File: src/rtl/ahci_fis_dispatch_if.sv
// Engine-side handshake between the FIS dispatch sequencer and the FIS
// receive engine: FIFO head status, engine completion flags, get_* requests.
//   master : dispatcher (drives get_* requests, observes engine status)
//   slave  : receive engine (drives status, observes get_* requests)
interface ahci_fis_dispatch_if;
    logic       fis_first_vld;
    logic [7:0] fis_type;
    logic       get_fis_busy;
    logic       fis_ok;
    logic       fis_err;
    logic       fis_ferr;

    logic       get_sig;
    logic       get_dsfis;
    logic       get_psfis;
    logic       get_rfis;
    logic       get_sdbfis;
    logic       get_ufis;
    logic       get_data_fis;
    logic       get_ignore;

    modport master (
        input  fis_first_vld, fis_type, get_fis_busy,
        input  fis_ok, fis_err, fis_ferr,
        output get_sig, get_dsfis, get_psfis, get_rfis,
        output get_sdbfis, get_ufis, get_data_fis, get_ignore
    );

    modport slave (
        output fis_first_vld, fis_type, get_fis_busy,
        output fis_ok, fis_err, fis_ferr,
        input  get_sig, get_dsfis, get_psfis, get_rfis,
        input  get_sdbfis, get_ufis, get_data_fis, get_ignore
    );
endinterface

File: src/rtl/ahci_fis_dispatch.sv
// FIS dispatch sequencer in front of the FIS receive engine.
// Ports: mclk/hba_rst_n (clock, async active-low reset); eng (engine
// handshake, master side); fis_rx_en/sig_pending (config, sampled in ISSUE);
// done_* / fis_crc_err / fis_timeout (registered one-cycle event pulses);
// fatal (sticky), busy (state != IDLE), fis_count/err_count (saturating).
module ahci_fis_dispatch #(
    parameter int TIMEOUT_BITS = 16
) (
    input  logic        mclk,
    input  logic        hba_rst_n,
    ahci_fis_dispatch_if.master eng,
    input  logic        fis_rx_en,
    input  logic        sig_pending,
    output logic        done_d2h,
    output logic        done_sdb,
    output logic        done_ds,
    output logic        done_ps,
    output logic        done_sig,
    output logic        done_data,
    output logic        done_dma_act,
    output logic        fis_crc_err,
    output logic        fis_timeout,
    output logic        fatal,
    output logic        busy,
    output logic [15:0] fis_count,
    output logic [7:0]  err_count
);

    localparam logic [1:0] S_IDLE  = 2'd0;
    localparam logic [1:0] S_ISSUE = 2'd1;
    localparam logic [1:0] S_WAIT  = 2'd2;
    localparam logic [1:0] S_FATAL = 2'd3;

    localparam logic [7:0] T_D2H  = 8'h34;
    localparam logic [7:0] T_SDB  = 8'hA1;
    localparam logic [7:0] T_DS   = 8'h41;
    localparam logic [7:0] T_PS   = 8'h5F;
    localparam logic [7:0] T_DATA = 8'h46;
    localparam logic [7:0] T_DMA  = 8'h39;

    // done vector bit positions
    localparam int D_D2H  = 6;
    localparam int D_SDB  = 5;
    localparam int D_DS   = 4;
    localparam int D_PS   = 3;
    localparam int D_SIG  = 2;
    localparam int D_DATA = 1;
    localparam int D_DMA  = 0;

    localparam logic [TIMEOUT_BITS-1:0] WD_ONE = 1;

    logic [1:0]              state_q, state_d;
    logic [7:0]              type_q, type_d;
    logic                    sig_q, sig_d;
    logic [TIMEOUT_BITS-1:0] wd_q, wd_d;
    logic                    fatal_q, fatal_d;
    logic [15:0]             fis_cnt_q, fis_cnt_d;
    logic [7:0]              err_cnt_q, err_cnt_d;
    logic [6:0]              done_q, done_d;
    logic                    crc_q, crc_d;
    logic                    to_q, to_d;

    logic wd_first;
    logic wd_expire;
    logic complete;

    // The watchdog is cleared in ISSUE, so a zero count marks the first
    // WAIT cycle, where the engine busy flag is only just rising.
    assign wd_first  = (wd_q == '0);
    // Expiry when this WAIT cycle's increment reaches all-ones.
    assign wd_expire = (wd_q == ~WD_ONE);
    assign complete  = !wd_first && !eng.get_fis_busy;

    // Request decode: live config is only looked at while in ISSUE.
    always_comb begin
        eng.get_sig      = 1'b0;
        eng.get_dsfis    = 1'b0;
        eng.get_psfis    = 1'b0;
        eng.get_rfis     = 1'b0;
        eng.get_sdbfis   = 1'b0;
        eng.get_ufis     = 1'b0;
        eng.get_data_fis = 1'b0;
        eng.get_ignore   = 1'b0;
        if (state_q == S_ISSUE) begin
            case (type_q)
                T_D2H: begin
                    if (sig_pending)
                        eng.get_sig = 1'b1;
                    else if (fis_rx_en)
                        eng.get_rfis = 1'b1;
                    else
                        eng.get_ignore = 1'b1;
                end
                T_SDB: begin
                    eng.get_sdbfis = fis_rx_en;
                    eng.get_ignore = !fis_rx_en;
                end
                T_DS: begin
                    eng.get_dsfis  = fis_rx_en;
                    eng.get_ignore = !fis_rx_en;
                end
                T_PS: begin
                    eng.get_psfis  = fis_rx_en;
                    eng.get_ignore = !fis_rx_en;
                end
                T_DATA: eng.get_data_fis = 1'b1;
                T_DMA:  eng.get_ignore   = 1'b1;
                default: begin
                    eng.get_ufis   = fis_rx_en;
                    eng.get_ignore = !fis_rx_en;
                end
            endcase
        end
    end

    always_comb begin
        state_d   = state_q;
        type_d    = type_q;
        sig_d     = sig_q;
        wd_d      = wd_q;
        fatal_d   = fatal_q;
        fis_cnt_d = fis_cnt_q;
        err_cnt_d = err_cnt_q;
        done_d    = '0;
        crc_d     = 1'b0;
        to_d      = 1'b0;
        unique case (state_q)
            S_IDLE: begin
                if (eng.fis_first_vld && !fatal_q) begin
                    type_d  = eng.fis_type;
                    state_d = S_ISSUE;
                end
            end
            S_ISSUE: begin
                wd_d    = '0;
                // Remember whether this D2H went out as a signature FIS.
                sig_d   = sig_pending && (type_q == T_D2H);
                state_d = S_WAIT;
            end
            S_WAIT: begin
                wd_d = wd_q + WD_ONE;
                if (eng.fis_ferr) begin
                    fatal_d = 1'b1;
                    state_d = S_FATAL;
                end else if (complete) begin
                    state_d = S_IDLE;
                    if (eng.fis_ok) begin
                        if (fis_cnt_q != '1)
                            fis_cnt_d = fis_cnt_q + 16'd1;
                        case (type_q)
                            T_D2H: begin
                                if (sig_q)
                                    done_d[D_SIG] = 1'b1;
                                else
                                    done_d[D_D2H] = 1'b1;
                            end
                            T_SDB:  done_d[D_SDB]  = 1'b1;
                            T_DS:   done_d[D_DS]   = 1'b1;
                            T_PS:   done_d[D_PS]   = 1'b1;
                            T_DATA: done_d[D_DATA] = 1'b1;
                            T_DMA:  done_d[D_DMA]  = 1'b1;
                            default: ;
                        endcase
                    end else if (eng.fis_err) begin
                        crc_d = 1'b1;
                        if (err_cnt_q != '1)
                            err_cnt_d = err_cnt_q + 8'd1;
                    end
                end else if (wd_expire) begin
                    to_d    = 1'b1;
                    state_d = S_IDLE;
                    if (err_cnt_q != '1)
                        err_cnt_d = err_cnt_q + 8'd1;
                end
            end
            S_FATAL: ;
        endcase
    end

    always_ff @(posedge mclk or negedge hba_rst_n) begin
        if (!hba_rst_n) begin
            state_q   <= S_IDLE;
            type_q    <= '0;
            sig_q     <= 1'b0;
            wd_q      <= '0;
            fatal_q   <= 1'b0;
            fis_cnt_q <= '0;
            err_cnt_q <= '0;
            done_q    <= '0;
            crc_q     <= 1'b0;
            to_q      <= 1'b0;
        end else begin
            state_q   <= state_d;
            type_q    <= type_d;
            sig_q     <= sig_d;
            wd_q      <= wd_d;
            fatal_q   <= fatal_d;
            fis_cnt_q <= fis_cnt_d;
            err_cnt_q <= err_cnt_d;
            done_q    <= done_d;
            crc_q     <= crc_d;
            to_q      <= to_d;
        end
    end

    assign done_d2h     = done_q[D_D2H];
    assign done_sdb     = done_q[D_SDB];
    assign done_ds      = done_q[D_DS];
    assign done_ps      = done_q[D_PS];
    assign done_sig     = done_q[D_SIG];
    assign done_data    = done_q[D_DATA];
    assign done_dma_act = done_q[D_DMA];
    assign fis_crc_err  = crc_q;
    assign fis_timeout  = to_q;
    assign fatal        = fatal_q;
    assign busy         = (state_q != S_IDLE);
    assign fis_count    = fis_cnt_q;
    assign err_count    = err_cnt_q;

endmodule

File: src/flat_wrapper.sv
// flat-port wrapper written by rule: the top's interface ports become plain ports
module ahci_fis_dispatch_flat 
#(
    parameter int TIMEOUT_BITS = 16
)
  (mclk, hba_rst_n, fis_rx_en, sig_pending, done_d2h, done_sdb, done_ds, done_ps, done_sig, done_data, done_dma_act, fis_crc_err, fis_timeout, fatal, busy, fis_count, err_count, eng_fis_first_vld, eng_fis_type, eng_get_fis_busy, eng_fis_ok, eng_fis_err, eng_fis_ferr, eng_get_sig, eng_get_dsfis, eng_get_psfis, eng_get_rfis, eng_get_sdbfis, eng_get_ufis, eng_get_data_fis, eng_get_ignore);
  ahci_fis_dispatch_if eng_i ();
  input  logic mclk;
  input  logic hba_rst_n;
  input  logic fis_rx_en;
  input  logic sig_pending;
  output logic done_d2h;
  output logic done_sdb;
  output logic done_ds;
  output logic done_ps;
  output logic done_sig;
  output logic done_data;
  output logic done_dma_act;
  output logic fis_crc_err;
  output logic fis_timeout;
  output logic fatal;
  output logic busy;
  output logic [15:0] fis_count;
  output logic [7:0] err_count;
  input wire logic [$bits(eng_i.fis_first_vld)-1:0] eng_fis_first_vld;
  input wire logic [$bits(eng_i.fis_type)-1:0] eng_fis_type;
  input wire logic [$bits(eng_i.get_fis_busy)-1:0] eng_get_fis_busy;
  input wire logic [$bits(eng_i.fis_ok)-1:0] eng_fis_ok;
  input wire logic [$bits(eng_i.fis_err)-1:0] eng_fis_err;
  input wire logic [$bits(eng_i.fis_ferr)-1:0] eng_fis_ferr;
  output wire logic [$bits(eng_i.get_sig)-1:0] eng_get_sig;
  output wire logic [$bits(eng_i.get_dsfis)-1:0] eng_get_dsfis;
  output wire logic [$bits(eng_i.get_psfis)-1:0] eng_get_psfis;
  output wire logic [$bits(eng_i.get_rfis)-1:0] eng_get_rfis;
  output wire logic [$bits(eng_i.get_sdbfis)-1:0] eng_get_sdbfis;
  output wire logic [$bits(eng_i.get_ufis)-1:0] eng_get_ufis;
  output wire logic [$bits(eng_i.get_data_fis)-1:0] eng_get_data_fis;
  output wire logic [$bits(eng_i.get_ignore)-1:0] eng_get_ignore;
  assign eng_i.fis_first_vld = eng_fis_first_vld;
  assign eng_i.fis_type = eng_fis_type;
  assign eng_i.get_fis_busy = eng_get_fis_busy;
  assign eng_i.fis_ok = eng_fis_ok;
  assign eng_i.fis_err = eng_fis_err;
  assign eng_i.fis_ferr = eng_fis_ferr;
  assign eng_get_sig = eng_i.get_sig;
  assign eng_get_dsfis = eng_i.get_dsfis;
  assign eng_get_psfis = eng_i.get_psfis;
  assign eng_get_rfis = eng_i.get_rfis;
  assign eng_get_sdbfis = eng_i.get_sdbfis;
  assign eng_get_ufis = eng_i.get_ufis;
  assign eng_get_data_fis = eng_i.get_data_fis;
  assign eng_get_ignore = eng_i.get_ignore;
  ahci_fis_dispatch #(.TIMEOUT_BITS(TIMEOUT_BITS)) u_core (.mclk(mclk), .hba_rst_n(hba_rst_n), .eng(eng_i), .fis_rx_en(fis_rx_en), .sig_pending(sig_pending), .done_d2h(done_d2h), .done_sdb(done_sdb), .done_ds(done_ds), .done_ps(done_ps), .done_sig(done_sig), .done_data(done_data), .done_dma_act(done_dma_act), .fis_crc_err(fis_crc_err), .fis_timeout(fis_timeout), .fatal(fatal), .busy(busy), .fis_count(fis_count), .err_count(err_count));
endmodule
File: config.mk
export PLATFORM = sky130hd
export DESIGN_NAME = ahci_fis_dispatch_flat
export DESIGN_NICKNAME = d
export VERILOG_FILES = /design/src/rtl/ahci_fis_dispatch_if.sv /design/src/rtl/ahci_fis_dispatch.sv /design/src/flat_wrapper.sv
export SDC_FILE = /design/constraint.sdc
export NUM_CORES = 1
export LEC_CHECK = 0
export BUFFER_PORTS_ARGS = -buffer_cell sky130_fd_sc_hd__buf_4
export CORE_ASPECT_RATIO = 0.8
export CORE_UTILIZATION = 40
export CTS_CLUSTER_DIAMETER = 40
export DETAILED_ROUTE_END_ITERATION = 12
export PLACE_DENSITY = 0.64
export SETUP_SLACK_MARGIN = 0.5
export SYNTH_ARGS = -nofsm -noshare
export SYNTH_HDL_FRONTEND = slang
export SYNTH_SLANG_ARGS = --single-unit
export TNS_END_PERCENT = 10
File: constraint.sdc
create_clock -name mclk -period 2.26 [get_ports mclk]
set_clock_uncertainty 0.1 [all_clocks]
set_input_delay 0.339 -clock mclk [delete_from_list [all_inputs] [get_ports mclk]]
set_output_delay 0.339 -clock mclk [all_outputs]
set_load 0.01 [all_outputs]
Word level (Yosys, flattened, before mapping)
Cells that the tools add are included.

word-level totals
  register bits after elaboration = 61
  output and inout bits = 43

cells by class
  add/subtract/negate cells = 3
  equal/unequal tests = 15
  mux-type cells = 53
  bitwise logic cells = 1
  reduce and logical (&&, ||, !) cells = 19

operators by type and width
  cell                                                                      count
  8-bit two-way mux                                                         5
  1-bit two-way mux                                                         37
  16-bit by 1-bit adder with 16-bit output (second input constant)          2
  16-bit one-hot mux with 2 select lines                                    1
  7-bit two-way mux                                                         4
  8-bit by 7-bit equality test with 1-bit output (second input constant)    3
  16-bit equality test (second input constant)                              1
  8-bit by 6-bit equality test with 1-bit output (second input constant)    2
  16-bit zero test                                                          1
  16-bit inequality test (second input constant)                            1
  5-bit AND reduction                                                       2
  8-bit by 1-bit adder with 8-bit output (second input constant)            1
  8-bit equality test (second input constant)                               1
  2-bit two-way mux                                                         4
  8-bit inequality test (second input constant)                             1
  2-bit one-hot mux with 3 select lines                                     1
  2-bit nonzero test                                                        3
  6-bit OR reduction                                                        1
  1-bit zero test                                                           4
  2-bit inequality test (second input constant)                             2
  4-bit by 2-bit inequality test with 1-bit output (second input constant)  1
  2-bit AND reduction                                                       2
  1-bit logical AND                                                         3
  1-bit one-hot mux with 3 select lines                                     1
  7 further kinds                                                           7

Longest topological paths before layout
  word-level depth = 6
  depth in mapped cells = 9
  mapped depth without buffers = 7

Worst setup path after synthesis
OpenSTA, ideal clock, no wires.

  kind = reg-to-reg
  start point = register u_core.wd_q[0]
  end point = register u_core.err_cnt_q[1] (netlist: u_core.err_count[1])
  data arrival time = 1.738 ns
  required time = 2.035 ns
  path slack = 0.296 ns
  cell stages (with the launch flop) = 9
  path buffers = 1
  cells stage by stage = dfrtp_1 -> inv_1 -> ha_1 -> nor4b_2 -> a41o_2 -> nand4bb_1 -> buf_4 -> nand2_4 -> mux2_4

on the way
  longest elaborated chain between the ends = 5
  elaborated cells between the ends (all ways) = 9
  those cells by class = eq/ne (3); mux (1); reduce/logical (5)

ends and longest elaborated chain
  item                                                                   line                      source
  from (decl)                                                            ahci_fis_dispatch.sv:55   logic [TIMEOUT_BITS-1:0] wd_q, wd_d;
  from (signal assigned)                                                 ahci_fis_dispatch.sv:196  wd_q <= wd_d;
  16-bit zero test                                                       ahci_fis_dispatch.sv:69   assign wd_first = (wd_q == '0);
  1-bit zero test                                                        ahci_fis_dispatch.sv:72   assign complete = !wd_first && !eng.get_fis_busy;
  1-bit logical AND                                                      ahci_fis_dispatch.sv:72
  2-bit inequality test (no line) or 2-bit nonzero test (tied branches)  -
  5-bit AND reduction (no line)                                          -
  to (signal assigned)                                                   ahci_fis_dispatch.sv:199  err_cnt_q <= err_cnt_d;
  to (decl)                                                              ahci_fis_dispatch.sv:58   logic [7:0] err_cnt_q, err_cnt_d;

Parallel ways exist; a longest one is shown, timed or not.
A chain may end at the register's enable or synchronous reset.

Worst setup path after layout
  start point = register u_core.type_q[0]
  end point = output eng_get_ignore

on the way
  longest elaborated chain between the ends = 3
  elaborated cells between the ends (all ways) = 5
  those cells by class = eq/ne (3); mux (2)

ends and longest elaborated chain
  item                                                                                                              line                      source
  from (decl)                                                                                                       ahci_fis_dispatch.sv:53   logic [7:0] type_q, type_d;
  from (signal assigned)                                                                                            ahci_fis_dispatch.sv:194  type_q <= type_d;
  8-bit by 6-bit equality test with 1-bit output or 8-bit by 7-bit equality test with 1-bit output (tied branches)  ahci_fis_dispatch.sv:85   case (type_q)
  1-bit one-hot mux with 3 select lines *                                                                           ahci_fis_dispatch.sv:85
  1-bit two-way mux *                                                                                               ahci_fis_dispatch.sv:84   if (state_q == S_ISSUE) begin
  to (decl)                                                                                                         flat_wrapper.sv:38        output wire logic [$bits(eng_i.get_ignore)-1:0] eng_get_ignore;

Every way passes the cells marked *; elsewhere a longest branch is shown, timed or not.

==> impl_results.md <==
- Post-synthesis cell type count: 53
- Total leakage power: 2.03 nW
- Worst hold slack after final layout: 0.122 ns
- Proportion of synthesized chip area in sequential cells: 49.0%
- Routed wire per std cell: 15.0 um
- Final worst setup slack: -0.0619 ns
- Worst-Skew Late Latency: 0.34 ns
- Area share of the largest cell type after synthesis: 49.0%
- Area enclosed by the die boundary: 8140 um2
- Total of warnings raised by yosys: 0
- Boundary Pins: 60
- Max-slew violation count: 0
- Most common cell in the netlist: dfrtp_1
- Worst hold path type: in -> reg
- Number of nets in the finished design: 413
- CP Launch Type: flop
- Sum of internal, switching and leakage power: 0.00327 W
- First-pass GRT wire length: 11.5 mm
- Data arrival, critical path: 1.88 ns
- Maximum operating frequency: 431 MHz
- RePlAce Congestion: 0.841
- Estimated wirelength of the detail-placed design: 4.83 mm
- Setup Viol. Count Final: 1
- Placed instance count: 464
- Pwr dens: 738 nW/um2
- Overall routed net length: 7.45 mm
- Number of global-route vias before repair: 2310
- Floorplan row count: 28
- Highest fanout seen on the critical path: 3
- Post-Synthesis Net Count: 325
- CTS tree: built
- Fill cells: 615
- Synth top area cells: dfrtp_1, nand3_1, xor2_1, xnor2_1, ha_1
- Initial antenna violation count: 0
- Delay of the slowest critical-path stage: 0.41 ns
- Critical Path Slowest Stage Cell: or3_4
- Via-per-instance ratio: 5.14
- Clk buf depth: 2
- Initial standard-cell utilization of the core: 41.7%
- Count of flip-flops with a built-in enable after synthesis: 0
- Dominant cell type by area after synthesis: dfrtp_1
- Share of final-layout standard cells stronger than drive strength 1: 48.5%
- Count of buffers from port buffering: 59
- Gate family responsible for the most delay along the worst path: simple AND/OR/NAND/NOR gates
- Final Hold Violating Endpoints: 0
- Number of levels the H-tree was split into: 3
- GR Overflow Total: 0
- Worst-case headroom to the max-slew limit: 48.4%
- Maximum number of pins on one net before global-route repair: 62
- Residual DRC: 0
- Iter 0 DRT Violations: 85
- Number of max-cap violations: 0
- Final worst path period share: 103%
- Clock period minus final worst setup slack: 2.32 ns
- Most instantiated cells after synthesis: dfrtp_1, nand3_1, nand2_1
- Transition time of the tightest slew-check pin: 0.774 ns
- Netlist Area Pre-Place: 3110 um2
- Floorplan core area: 7460 um2
- Async set or reset register ratio after synthesis: 100%
- Num CTS Buffers: 9
- Average size of a mapped cell: 10.4 um2
- Required @ worst endpoint: 1.82 ns
- Antenna Diode Count: 0
- Antenna Violating Nets Remaining: 0
- Die Width: 101 um
- Instance count of the mapped netlist: 299
- Synth Flop Type: dfrtp_1
- Root cell of the clock tree: clkbuf_8
- Final core utilization: 59.5%
- Violations in the final reports: setup timing
- Critical path cell sequence: or3_4 -> or3_4 -> o211ai_1 -> a21oi_2 -> buf_4
- VDD IR-drop max: 0.561 mV
- Post-route non-filler standard cell count: 497
- Synth-to-layout area growth: 42.5%
- Sinks on Clock Net: 61
- Cell type with the highest occurrence count on the critical path: or3_4
- Via count of the routed design: 2553
- Chip Height: 80.9 um
- Clk pin slew, worst setup/hold paths: 0.07 ns
- Iteration count of the initial detailed-routing pass: 4
- RSZ-0062 raised after global routing: true
- Critical path start-end classification: reg -> out
- GRT Util Overall: 18.7%
- Flops & latches, synth: 61
- Kind of end point of the critical path: primary output
- Result of the run: finished with violations
- Number of buffers and inverters on the critical path: 1
## state kept, by name, indices dropped and copies added, names as in the netlist
name and cells:
u_core.fis_count 16, u_core.err_count 8, u_core.fis_timeout 1, u_core.fis_crc_err 1
u_core.fatal 1, u_core.wd_q 16, u_core.sig_q 1, u_core.state_q 2
u_core.type_q 8, u_core.done_q 7
## worst register-to-register path: stages (launching register included)
cell and delay [ns]:
dfrtp_2 0.45, ha_4 0.19, nand4_1 0.21, nor3_1 0.09, buf_4 0.17, a211oi_4 0.40, mux2_4 0.34
## power by group
part	total [W]	switching [W]	leakage (nW)	internal, W
clock network	0.000812	0.000422	0.0829	0.000390
registers	0.00134	0.000125	0.820	0.00121
logic	0.00113	0.000572	1.13	0.000553
## layout make-up
cell class              count  area (um2)  area share [%]
inverters                  15        58.8            1.33
clock inverters             5        27.5           0.620
well taps                 105         131            2.96
flip-flops and latches     61        1530            34.6
clock buffers              11         131            2.96
repair buffers             84         663            14.9
multi-input cells         216        1890            42.6
## logic make-up (layout without fill, tap and decap cells)
family                   Yosys count  in the layout  share of synthesized area, %
flip-flops                        61             61                          49.0
multiplexers                      13             13                          4.70
adder cells (fa/ha/maj)            9              9                          3.62
buffers and inverters             22            115                          2.85
XOR/XNOR                          29             29                          8.16
AND/OR/NAND/NOR                  131            131                          23.9
AO/OA/AOI/OAI                     34             34                          7.71
## routing by layer
layer	vias up	global-route usage (%)	wire (um)	share of wire, %
met4	0	7.39	140	1.9
met2	70	27.4	3420	46
met1	1241	26.5	3570	48
met3	15	4.73	325	4.4
met5	-	0	0	0
li1	1227	-	-	-
## path summary, 6_finish.rpt
check,start,to,slack [ns],cells past startpoint
hold / removal,eng_fis_ok,u_core.fis_crc_err,0.12,2
setup / recovery,u_core.type_q[0],eng_get_ignore,-0.06,5
setup reg to reg,u_core.fis_count[1],u_core.fis_count[1],0.20,6
hold reg to reg,u_core.sig_q,u_core.done_q[6],0.37,1
min in group asynchronous,hba_rst_n,u_core.fis_count[4],0.52,2
max in group asynchronous,hba_rst_n,u_core.state_q[1],0.97,2
## metrics by stage
step                instance area [um2]  setup slack [ns]  setup TNS, ns
finish                             4440           -0.0619        -0.0619
global route                       4440            -0.134         -0.219
CTS                                4150           -0.0414        -0.0414
detailed placement                 3740             0.161              0
global placement                   3740             0.223              0
floorplan                          3150             0.317              0
## cell usage in the layout, fill, tap and decap left out, types with 3 or more instances in the layout
cell type  instances
buf_4             75
and3_1             4
buf_6              8
nand4_1            6
nor3_1             3
clkbuf_8           9
nor3_2             9
clkinv_2           4
a211oi_2           3
inv_2              3
a21oi_2            6
o21ai_0           11
nor2_2             3
nand3_2           10
nand3_1           17
nor2_1            12
xnor2_1           14
dfrtp_1           55
dfrtp_2            6
xor2_1            15
ha_1               4
inv_1             11
mux2_2             8
ha_4               4
nand2_1           26
mux2i_1            3
or3_4              4
nor4_4             3
## what timing repair did
action,in CTS,in global routing
hold buffers,1,0
endpoints found under the setup margin,49,50
hold endpoints to repair,24,0
cloned,0,0
pin swaps,57,65
setup buffers,5,11
gates resized for setup,45,42
(Power assumes the default switching activity.)
